File: config.mk
export PLATFORM = sky130hd
export DESIGN_NAME = spi_flash_responder
export DESIGN_NICKNAME = d
export VERILOG_FILES = /design/src/rtl/flash_resp_pkg.sv /design/src/rtl/spi_flash_responder_sync.sv /design/src/rtl/spi_flash_responder.sv
export SDC_FILE = /design/constraint.sdc
export NUM_CORES = 1
export LEC_CHECK = 0
export ABC_AREA = 1
export CAP_MARGIN = 15
export CORE_ASPECT_RATIO = 1.2
export CORE_MARGIN = 3
export CORE_UTILIZATION = 54
export DETAILED_ROUTE_END_ITERATION = 8
export PLACE_DENSITY_LB_ADDON = 0.2
export SETUP_SLACK_MARGIN = 0.4
export SYNTH_ARGS = -nofsm -noshare
export SYNTH_HDL_FRONTEND = slang
export SYNTH_HIERARCHICAL = 1
export SYNTH_SLANG_ARGS = --single-unit
File: constraint.sdc
create_clock -name CLK -period 3 [get_ports CLK]
set_clock_uncertainty 0.15 [all_clocks]
set_input_delay 0.45 -clock CLK [delete_from_list [all_inputs] [get_ports CLK]]
set_output_delay 0.45 -clock CLK [all_outputs]
set_load 0.03 [all_outputs]
File: src/rtl/flash_resp_pkg.sv
// Shared opcodes, FSM states and status-bit layout for the SPI flash responder.
// The optional sector-erase path is enabled by FLASH_RESP_ERASE_EN.
package flash_resp_pkg;

    localparam logic [7:0] OP_WREN = 8'h06;
    localparam logic [7:0] OP_WRDI = 8'h04;
    localparam logic [7:0] OP_RDSR = 8'h05;
    localparam logic [7:0] OP_RDID = 8'h9F;
    localparam logic [7:0] OP_READ = 8'h03;
    localparam logic [7:0] OP_PP   = 8'h02;
    localparam logic [7:0] OP_SE   = 8'h20;

    localparam int ST_WIP = 0;
    localparam int ST_WEL = 1;

    typedef enum logic [2:0] {
        S_IDLE,
        S_CMD,
        S_ADDR,
        S_DIN,
        S_DOUT,
        S_IGNORE,
        S_ERASE
    } state_t;

    function automatic logic [7:0] status_byte(input logic wel, input logic wip);
        logic [7:0] s;
        s         = 8'h00;
        s[ST_WEL] = wel;
        s[ST_WIP] = wip;
        return s;
    endfunction

endpackage

File: src/rtl/spi_flash_responder_sync.sv
// Two-flop synchronisers for SCK/CS_N/MOSI plus a third stage for edge pulses.
// SCK and MOSI share the same latency so MOSI is valid on the rise pulse.
module spi_resp_sync (
    input  logic i_clk,
    input  logic i_rst,
    input  logic i_sck,
    input  logic i_cs_n,
    input  logic i_mosi,
    output logic o_sck_rise,
    output logic o_sck_fall,
    output logic o_cs_fall,
    output logic o_cs_rise,
    output logic o_mosi_s
);

    logic [2:0] r_sck;
    logic [2:0] r_cs;
    logic [1:0] r_mosi;

    always_ff @(posedge i_clk) begin
        if (i_rst) begin
            r_sck  <= 3'b000;
            r_cs   <= 3'b111;
            r_mosi <= 2'b00;
        end else begin
            r_sck  <= {r_sck[1:0], i_sck};
            r_cs   <= {r_cs[1:0], i_cs_n};
            r_mosi <= {r_mosi[0], i_mosi};
        end
    end

    assign o_sck_rise = r_sck[1] & ~r_sck[2];
    assign o_sck_fall = ~r_sck[1] & r_sck[2];
    assign o_cs_fall  = ~r_cs[1] & r_cs[2];
    assign o_cs_rise  = r_cs[1] & ~r_cs[2];
    assign o_mosi_s   = r_mosi[1];

endmodule

File: src/rtl/spi_flash_responder.sv
// SPI mode-0 serial-flash target driving a byte-wide memory port.
// Define FLASH_RESP_ERASE_EN to enable 0x20 sector erase with WIP tracking.
module spi_flash_responder
    import flash_resp_pkg::*;
#(
    parameter int          ADDR_W   = 24,
    parameter logic [23:0] JEDEC_ID = 24'hEF4017,
    parameter int          PAGE_W   = 8,
    parameter int          SECTOR_W = 12
) (
    input  logic              CLK,
    input  logic              RST,
    input  logic              spi_sck,
    input  logic              spi_cs_n,
    input  logic              spi_mosi,
    output logic              spi_miso,
    output logic [ADDR_W-1:0] mem_addr,
    output logic              mem_rd_en,
    input  logic [7:0]        mem_rdata,
    output logic              mem_wr_en,
    output logic [7:0]        mem_wdata,
    output logic              busy
);

    logic w_sck_rise;
    logic w_sck_fall;
    logic w_cs_fall;
    logic w_cs_rise;
    logic w_mosi;

    spi_resp_sync u_sync (
        .i_clk      (CLK),
        .i_rst      (RST),
        .i_sck      (spi_sck),
        .i_cs_n     (spi_cs_n),
        .i_mosi     (spi_mosi),
        .o_sck_rise (w_sck_rise),
        .o_sck_fall (w_sck_fall),
        .o_cs_fall  (w_cs_fall),
        .o_cs_rise  (w_cs_rise),
        .o_mosi_s   (w_mosi)
    );

    state_t            r_state;
    state_t            w_next;
    state_t            w_dec;
    logic [2:0]        r_bitcnt;
    logic [1:0]        r_bytecnt;
    logic [7:0]        r_shin;
    logic [7:0]        r_shout;
    logic [7:0]        r_opcode;
    logic [7:0]        r_rdbuf;
    logic [22:0]       r_ashift;
    logic [ADDR_W-1:0] r_addr;
    logic              r_rd_en;
    logic              r_rd_q;
    logic              r_wr_en;
    logic [7:0]        r_wdata;
    logic              r_wel;
    logic              r_wip;
    logic              r_wren;
    logic              r_wrdi;
    logic              r_pp_ok;
    logic              r_out_load;
    logic [1:0]        r_idx;

    logic              w_active;
    logic              w_byte_done;
    logic              w_cmd_done;
    logic              w_addr_done;
    logic [7:0]        w_shin_nx;
    logic [23:0]       w_addr_in;
    logic [ADDR_W-1:0] w_addr_full;
    logic              w_wren;
    logic              w_wrdi;
    logic              w_pp_acc;
    logic              w_se_acc;
    logic [7:0]        w_out_byte;

    assign w_active    = (r_state != S_IDLE) && (r_state != S_ERASE);
    assign w_byte_done = w_sck_rise & (r_bitcnt == 3'd7);
    assign w_cmd_done  = w_byte_done & (r_state == S_CMD);
    assign w_addr_done = w_byte_done & (r_state == S_ADDR) & (r_bytecnt == 2'd2);
    assign w_shin_nx   = {r_shin[6:0], w_mosi};
    assign w_addr_in   = {r_ashift, w_mosi};
    assign w_addr_full = w_addr_in[ADDR_W-1:0];

    // Events completing on the same cycle as CS rise still count.
    assign w_wren   = r_wren | (w_cmd_done & (w_shin_nx == OP_WREN) & ~r_wip);
    assign w_wrdi   = r_wrdi | (w_cmd_done & (w_shin_nx == OP_WRDI) & ~r_wip);
    assign w_pp_acc = r_pp_ok | (w_addr_done & (r_opcode == OP_PP) & r_wel);

`ifdef FLASH_RESP_ERASE_EN
    localparam logic [SECTOR_W:0] ECNT_END = {1'b1, {SECTOR_W{1'b0}}};

    logic              r_se_ok;
    logic [SECTOR_W:0] r_ecnt;
    logic [ADDR_W-1:0] w_se_addr;

    assign w_se_acc  = r_se_ok | (w_addr_done & (r_opcode == OP_SE) & r_wel);
    assign w_se_addr = w_addr_done ? w_addr_full : r_addr;
`else
    assign w_se_acc = 1'b0;
`endif

    always_comb begin
        w_dec = S_IGNORE;
        if (!r_wip || (w_shin_nx == OP_RDSR)) begin
            case (w_shin_nx)
                OP_RDSR, OP_RDID: w_dec = S_DOUT;
                OP_READ, OP_PP:   w_dec = S_ADDR;
`ifdef FLASH_RESP_ERASE_EN
                OP_SE:            w_dec = S_ADDR;
`endif
                default:          w_dec = S_IGNORE;
            endcase
        end
    end

    always_comb begin
        w_next = r_state;
        case (r_state)
            S_IDLE: begin
                if (w_cs_fall) w_next = S_CMD;
            end
            S_CMD: begin
                if (w_cmd_done) w_next = w_dec;
            end
            S_ADDR: begin
                if (w_addr_done) begin
                    if (r_opcode == OP_READ)
                        w_next = S_DOUT;
                    else if ((r_opcode == OP_PP) && r_wel)
                        w_next = S_DIN;
                    else
                        w_next = S_IGNORE;
                end
            end
`ifdef FLASH_RESP_ERASE_EN
            S_ERASE: begin
                if (w_cs_fall)
                    w_next = S_CMD;
                else if (!r_wip)
                    w_next = S_IDLE;
            end
`endif
            default: ;
        endcase
        if (w_cs_rise) w_next = w_se_acc ? S_ERASE : S_IDLE;
    end

    always_ff @(posedge CLK) begin
        if (RST) r_state <= S_IDLE;
        else     r_state <= w_next;
    end

    always_comb begin
        w_out_byte = 8'h00;
        case (r_opcode)
            OP_RDSR: w_out_byte = status_byte(r_wel, r_wip);
            OP_RDID: begin
                case (r_idx)
                    2'd0:    w_out_byte = JEDEC_ID[23:16];
                    2'd1:    w_out_byte = JEDEC_ID[15:8];
                    2'd2:    w_out_byte = JEDEC_ID[7:0];
                    default: w_out_byte = 8'h00;
                endcase
            end
            // First byte after the address may arrive before the buffer fills.
            OP_READ: w_out_byte = r_rd_q ? mem_rdata : r_rdbuf;
            default: w_out_byte = 8'h00;
        endcase
    end

    always_ff @(posedge CLK) begin
        if (RST) begin
            r_bitcnt   <= 3'd0;
            r_bytecnt  <= 2'd0;
            r_shin     <= 8'h00;
            r_shout    <= 8'h00;
            r_opcode   <= 8'h00;
            r_rdbuf    <= 8'h00;
            r_ashift   <= 23'd0;
            r_addr     <= '0;
            r_rd_en    <= 1'b0;
            r_rd_q     <= 1'b0;
            r_wr_en    <= 1'b0;
            r_wdata    <= 8'h00;
            r_wel      <= 1'b0;
            r_wip      <= 1'b0;
            r_wren     <= 1'b0;
            r_wrdi     <= 1'b0;
            r_pp_ok    <= 1'b0;
            r_out_load <= 1'b0;
            r_idx      <= 2'd0;
`ifdef FLASH_RESP_ERASE_EN
            r_se_ok    <= 1'b0;
            r_ecnt     <= '0;
`endif
        end else begin
            r_rd_en <= 1'b0;
            r_wr_en <= 1'b0;
            r_rd_q  <= r_rd_en;
            if (r_rd_q) r_rdbuf <= mem_rdata;

            if (r_wr_en) begin
                if (r_wip)
                    r_addr <= {r_addr[ADDR_W-1:SECTOR_W],
                               r_addr[SECTOR_W-1:0] + 1'b1};
                else
                    r_addr <= {r_addr[ADDR_W-1:PAGE_W],
                               r_addr[PAGE_W-1:0] + 1'b1};
            end

            if (w_cs_fall) begin
                r_bitcnt   <= 3'd0;
                r_bytecnt  <= 2'd0;
                r_shout    <= 8'h00;
                r_out_load <= 1'b0;
            end

            if (w_sck_rise && w_active) begin
                r_bitcnt <= r_bitcnt + 3'd1;
                r_shin   <= w_shin_nx;
                if (r_state == S_ADDR) r_ashift <= w_addr_in[22:0];
                if (w_cmd_done) begin
                    r_opcode   <= w_shin_nx;
                    r_bytecnt  <= 2'd0;
                    r_idx      <= 2'd0;
                    r_out_load <= (w_dec == S_DOUT);
                    r_wren     <= (w_shin_nx == OP_WREN) & ~r_wip;
                    r_wrdi     <= (w_shin_nx == OP_WRDI) & ~r_wip;
                end
                if ((r_state == S_ADDR) && w_byte_done)
                    r_bytecnt <= r_bytecnt + 2'd1;
                if (w_addr_done) begin
                    r_addr  <= w_addr_full;
                    r_pp_ok <= (r_opcode == OP_PP) & r_wel;
`ifdef FLASH_RESP_ERASE_EN
                    r_se_ok <= (r_opcode == OP_SE) & r_wel;
`endif
                    if (r_opcode == OP_READ) begin
                        r_rd_en    <= 1'b1;
                        r_out_load <= 1'b1;
                    end
                end
                if ((r_state == S_DIN) && w_byte_done) begin
                    r_wr_en <= 1'b1;
                    r_wdata <= w_shin_nx;
                end
                if ((r_state == S_DOUT) && w_byte_done)
                    r_out_load <= 1'b1;
            end

            if (w_sck_fall && (r_state == S_DOUT)) begin
                if (r_out_load) begin
                    r_out_load <= 1'b0;
                    r_shout    <= w_out_byte;
                    if (r_opcode == OP_READ) begin
                        r_addr  <= r_addr + 1'b1;
                        r_rd_en <= 1'b1;
                    end
                    if ((r_opcode == OP_RDID) && (r_idx != 2'd3))
                        r_idx <= r_idx + 2'd1;
                end else begin
                    r_shout <= {r_shout[6:0], 1'b0};
                end
            end

`ifdef FLASH_RESP_ERASE_EN
            if (r_wip) begin
                if (r_ecnt == ECNT_END) begin
                    r_wip <= 1'b0;
                end else begin
                    r_wr_en <= 1'b1;
                    r_wdata <= 8'hFF;
                    r_ecnt  <= r_ecnt + 1'b1;
                end
            end
`endif

            if (w_cs_rise) begin
                r_bitcnt   <= 3'd0;
                r_shout    <= 8'h00;
                r_out_load <= 1'b0;
                r_wren     <= 1'b0;
                r_wrdi     <= 1'b0;
                r_pp_ok    <= 1'b0;
                if (w_wren) r_wel <= 1'b1;
                if (w_wrdi || w_pp_acc || w_se_acc) r_wel <= 1'b0;
`ifdef FLASH_RESP_ERASE_EN
                r_se_ok <= 1'b0;
                if (w_se_acc) begin
                    r_wip  <= 1'b1;
                    r_ecnt <= '0;
                    r_addr <= {w_se_addr[ADDR_W-1:SECTOR_W], {SECTOR_W{1'b0}}};
                end
`endif
            end
        end
    end

    assign spi_miso  = r_shout[7];
    assign mem_addr  = r_addr;
    assign mem_rd_en = r_rd_en;
    assign mem_wr_en = r_wr_en;
    assign mem_wdata = r_wdata;
    assign busy      = r_wip;

endmodule
* Word level (Yosys, flattened, before mapping) *
Index checks and enable logic that the tools add are counted.

word-level totals
  input bits = 13
  word-level logic and storage cells = 145
  output and inout bits = 36
  register bits = 112

operators by class
  bitwise operators = 21
  equality and inequality tests = 24
  add/subtract/negate cells = 5
  reductions and logical operators = 26
  multiplexer cells = 47

operators by type and width
  kind                                                 number
  two-way mux 24 bit                                   5
  one-hot mux 8 bit (3 select lines)                   2
  two-way mux 8 bit                                    5
  equality test 8 x 2 -> 1 bit, second input constant  4
  equality test 8 x 3 -> 1 bit, second input constant  4
  adder 24 x 1 -> 24 bit, second input constant        1
  two-way mux 3 bit                                    7
  two-way mux 2 bit                                    9
  two-way mux 1 bit                                    17
  equality test 8 bit, second input constant           2
  AND 1 bit                                            13
  AND reduction 2 bit                                  5
  equality test 3 bit, second input constant           3
  one-hot mux 3 bit (3 select lines)                   1
  adder 8 x 1 -> 8 bit, second input constant          1
  logical AND 1 bit                                    8
  OR reduction 2 bit                                   4
  equality test 3 x 2 -> 1 bit, second input constant  2
  inequality test 2 bit, second input constant         3
  one-hot mux 3 bit (2 select lines)                   1
  nonzero test 2 bit                                   3
  nonzero test 3 bit                                   2
  NOT 1 bit                                            5
  adder 2 x 1 -> 2 bit, second input constant          2
  other kinds (11)                                     14

* Depth between registers and ports, before layout *
  depth in word-level cells = 11
  gate-level depth with buffers = 13
  mapped depth without buffers = 12

* By module *
Netlist, hierarchy kept.

by module, submodules not included
  module               cells each  instances  sequential area each (µm²)  area each (µm²)
  spi_flash_responder  779         1          2082.0                      5271.3
  spi_resp_sync        31          1          160.2                       246.5

* Worst setup path after synthesis *
OpenSTA, ideal clock, no wires.

  path kind = register to register
  start point = register r_addr[0], in the netlist mem_addr[0]
  end point = register r_addr[18], in the netlist mem_addr[18]
  data arrival time = 1593 ps
  data required time = 2733 ps
  setup time = 117 ps
  stages on the path, launching flop included = 9
  path slack = 1140 ps
  path buffers = 0
  period minus slack after synthesis = 1860 ps
  path through = dfxtp_1 ha_1 nand2_1 nor2_2 nand3_1 inv_1 nand3_1 a21oi_1 nor2_1

on the way
  cells in the longest elaborated chain, start to end = 4

ends and longest elaborated chain
  what                    line                        text
  from (decl)             spi_flash_responder.sv:54   logic [ADDR_W-1:0] r_addr;
  from (signal assigned)  spi_flash_responder.sv:208  r_addr <= {r_addr[ADDR_W-1:SECTOR_W],
  from (signal assigned)  spi_flash_responder.sv:211  r_addr <= {r_addr[ADDR_W-1:PAGE_W],
  from (signal assigned)  spi_flash_responder.sv:237  r_addr <= w_addr_full;
  adder 24 x 1 -> 24 bit  spi_flash_responder.sv:260  r_addr <= r_addr + 1'b1;
  two-way mux 24 bit      spi_flash_responder.sv:259  if (r_opcode == OP_READ) begin
  two-way mux 24 bit      spi_flash_responder.sv:256  if (r_out_load) begin
  two-way mux 24 bit      spi_flash_responder.sv:255  if (w_sck_fall && (r_state == S_DOUT)) begin

Every way passes these cells.
A chain may end at the register's enable or synchronous reset.

* Worst setup path in the final report *
  start point = register r_bitcnt[0]
  end point = register r_addr[5], in the netlist mem_addr[5]

on the way
  cells in the longest elaborated chain, start to end = 9

ends and longest elaborated chain
  what                       line                        text
  from (decl)                spi_flash_responder.sv:47   logic [2:0] r_bitcnt;
  from (signal assigned)     spi_flash_responder.sv:223  r_bitcnt <= r_bitcnt + 3'd1;
  equality test 3 bit *      spi_flash_responder.sv:81   assign w_byte_done = w_sck_rise & (r_bitcnt == 3'd7);
  AND 1 bit *                spi_flash_responder.sv:81
  AND 1 bit * (2 in series)  spi_flash_responder.sv:83   assign w_addr_done = w_byte_done & (r_state == S_ADDR) & (r_bytecnt == 2'd2);
  two-way mux 24 bit *       spi_flash_responder.sv:236  if (w_addr_done) begin
  two-way mux 24 bit *       spi_flash_responder.sv:222  if (w_sck_rise && w_active) begin
  two-way mux 24 bit         spi_flash_responder.sv:259
  two-way mux 24 bit         spi_flash_responder.sv:256
  two-way mux 24 bit *       spi_flash_responder.sv:255
  to (signal assigned)       spi_flash_responder.sv:211
  to (signal assigned)       spi_flash_responder.sv:237
  to (signal assigned)       spi_flash_responder.sv:260

Every way passes the cells marked *; elsewhere a longest branch is shown, timed or not.

==> results.md <==
- Outcome: complete, no violations
- Fin. max-slew vios: 0
- Smallest hold slack: around 0.26 ns
- Wire length per cell after detailed routing: ~14 um
- Total track usage: 0.237
- Count of state elements after synthesis: 112
- Ant diodes: 0
- Total number of clock tree sinks: approximately 110
- Die Y-Extent: roughly 120 um
- Number of CTS-inserted buffers: 9
- Design Power: between 2 and 3 mW
- TritonCTS clock tree: yes
- Detailed-route DRC error count: 0
- Post-route setup TNS: 0 ns
- Slew @ Worst Pin: between 0.8 and 0.9 ns
- Yosys Warn Count: 6
- Starting DRC count in detailed routing: around 270
- Commonest non-fill, non-tap cell in the layout: nand2_1
- Total via count in the routed design: between 5,000 and 6,000
- Number of nets with antenna violations after routing: 0
- Signed area change from the synthesized netlist to the final layout: 14.4%
- Top Ports: 49
- Register area: 0.00224 sq mm
- Wirelength, routed: roughly 13,000 um
- Full die area: approximately 0.011 sq mm
- Via-per-instance ratio: between 5 and 6
- H-tree depth: 3
- Static Leakage: approximately 2.6 nW
- Worst-skew pair later-pin latency: between 0.3 and 0.4 ns
- Net switching share of the total power: 0.262
- Largest buffer count on any clock path: 2
- Cell Area, Synth: around 0.0055 sq mm
- Placed cell count: ~960
- Final min period: around 2.3 ns
- Worst path arrival time: roughly 2.4 ns
- Combinational Power Share: 0.088
- Pin count of the biggest net entering global routing: 44
- First-pass iteration count of the detailed router: 5
- Net switching power of the design: about 800 uW
- Crit path max fanout: 29
- Internal power contribution: between 2 and 2.5 mW
- Combined area of the multi-input logic cells: roughly 0.0028 sq mm
- Clock transition at path regs: ~0.080 ns
- Number of nets in the synthesized netlist: between 800 and 900
- Fraction of the yosys area taken by sequential cells: 0.406
- Core region area: a little under 0.01 sq mm
- Post-Syn Area per Cell: between 6 and 7 sq um
- Count of endpoints failing setup in the final report: 0
- Number of antenna violations at the first check in global routing: 0
- Crit start category: flip-flop
- Post-place instance area: around 0.006 sq mm
- Fin nets: 867
- Total number of placement rows: 39
- Critical path type: reg2reg
- GP Congestion: around 0.87
- Die outline width: 98.3 um
- Final hold violations: 0
- First-pass GRT wire length: 22,400 um
- Fraction of layout cells with a size suffix above 1: 0.0588
- Share of total power in the clock network: 0.382
- Fillers: slightly below 900
- Starting density of the core: 0.565
- Via count of the first global-routing pass: between 4,000 and 5,000
- Power density over the cells: 474 mW/mm^2
- Final period util: 0.769
- Number of cells upsized or downsized after cts: 0
- Endpoint class of the critical path: flip-flop
- Remaining global-route overflow: 0
- Filler-free cell count of the finished design: approximately 970
- Post-Synthesis Cells: between 800 and 900
- Number of buffers added for setup after CTS: 0
- Half-perimeter wire length after placement: about 9600 um
- Most frequent cells in the layout: 174 x nand2_1, 132 x nor2_1, 112 x dfxtp_1
- Post-CTS Hold Buffers: 0
- Library cells used by synthesis: 41
- Total of max-cap violations: 0
- Part of the total power dissipated in sequential elements: 0.530
- Unrepaired setup endpoints after global routing: no
- Worst-case vdd ir drop: between 0.3 and 0.4 mV
- Port Buffers: 47
- Hold Path Class: reg2reg
- Required time at the endpoint of the critical path: approximately 3.1 ns
- Worst slew margin relative to its limit: 0.432
- Area of all placed cells without fillers: about 0.0063 sq mm
- Clk Tree Root Cell: clkbuf_16
- Upper clock frequency limit: 433 MHz
[logic make-up (layout without fill, tap and decap cells)]
kind of cell    Yosys count  count (layout)  synth area share
buf+inv                 125             165            0.0941
flops                   112             112             0.406
compound gates          162             162             0.155
mux                       6               6            0.0109
other cells               1               1          0.000680
fa+ha+maj                 9               9            0.0204
xor+xnor                  5               5           0.00794
simple gates            390             390             0.304
[worst max-delay path: stages, from the launching register on]
cell     delay [ns]
dfxtp_1        0.36
ha_1           0.16
ha_1           0.13
nand2_1        0.11
nor2_1         0.17
nand2_2        0.32
inv_4          0.39
nor2_2         0.09
nand3_1        0.09
nand2_1        0.06
nor2_1         0.11
nor2_1         0.05
[power groups by stage]
stage          Combinational [mW]  Clock, mW  Sequential [mW]
6_report                    0.264       1.14             1.58
5_1_grt                     0.296       1.22             1.59
4_1_cts                     0.261       1.17             1.58
3_5_place_dp                0.259          0             1.62
3_3_place_gp                0.251          0             1.61
2_1_floorplan               0.196          0             1.60
[cell type report]
class,instances,share of cell area
Multi-Input combinational cell,573,0.437
Timing Repair Buffer,52,0.0805
Clock buffer,10,0.0379
Sequential cell,112,0.355
Inverter,97,0.0585
Clock inverter,6,0.00654
Tap cell,123,0.0244
[worst paths after layout]
check                    from                to  slack (ns)  cells after the start
max               r_bitcnt[0]       mem_addr[5]        0.69                     11
min          u_sync/r_mosi[0]  u_sync/r_mosi[1]        0.26                      2
max reg2reg       r_bitcnt[0]       mem_addr[5]        0.69                     11
min reg2reg  u_sync/r_mosi[0]  u_sync/r_mosi[1]        0.26                      2
[layer usage]
metal | vias up | part of all wire | track usage
met5 | - | 0 | 0
met4 | 0 | 0.029 | 0.108
met3 | 44 | 0.050 | 0.0370
met2 | 167 | 0.50 | 0.420
met1 | 2427 | 0.42 | 0.286
li1 | 2664 | - | -
[metrics by stage]
| step | setup slack [ns] | utilization |
|---|---|---|
| 6_report | 0.692 | 0.647 |
| 5_1_grt | 0.551 | 0.647 |
| 4_1_cts | 0.547 | 0.646 |
| 3_5_place_dp | 0.564 | 0.618 |
| 3_3_place_gp | 0.615 | 0.618 |
| 2_1_floorplan | 1.14 | - |
[registers in the layout (all words and copies together) (netlist names), 2 cells and up]
signal         count
r_idx              2
r_bitcnt           3
r_ashift          23
r_bytecnt          2
mem_wdata          8
r_state            3
u_sync/r_cs        3
u_sync/r_sck       3
mem_addr          24
u_sync/r_mosi      2
r_opcode           8
r_shin             7
r_shout            8
r_rdbuf            8
[synth_stat cells]
master	count	area [sq um]
nand3_1	47	235
nand2_1	174	653
buf_4	1	7.51
nand3b_1	3	22.5
dfxtp_1	112	2240
inv_4	1	6.26
nand3_4	1	17.5
nor3_2	2	20.0
nand2_4	2	22.5
a21oi_2	1	8.76
nand2_2	4	25.0
mux2i_1	6	60.1
a211oi_1	1	7.51
nor3_1	5	25.0
nor2_1	132	495
ha_1	9	113
o21ai_2	1	8.76
clkbuf_2	1	5.00
clkbuf_1	11	41.3
nand4_1	7	43.8
a211oi_2	1	12.5
nor2_8	2	40.0
a21oi_1	64	320
o21ai_1	1	5.00
o31ai_1	3	22.5
o211ai_1	6	45.0
nor2_2	5	31.3
buf_6	4	45.0
inv_1	92	345
and2_1	1	6.26
buf_2	10	50.1
o22ai_1	1	6.26
o21a_1	2	15.0
inv_2	4	15.0
xor2_1	2	17.5
o21ai_0	81	405
or2_2	3	18.8
xnor2_1	3	26.3
buf_1	1	3.75
nor2_4	2	22.5
conb_1	1	3.75
No activity file was read; power rests on OpenSTA's default activity.
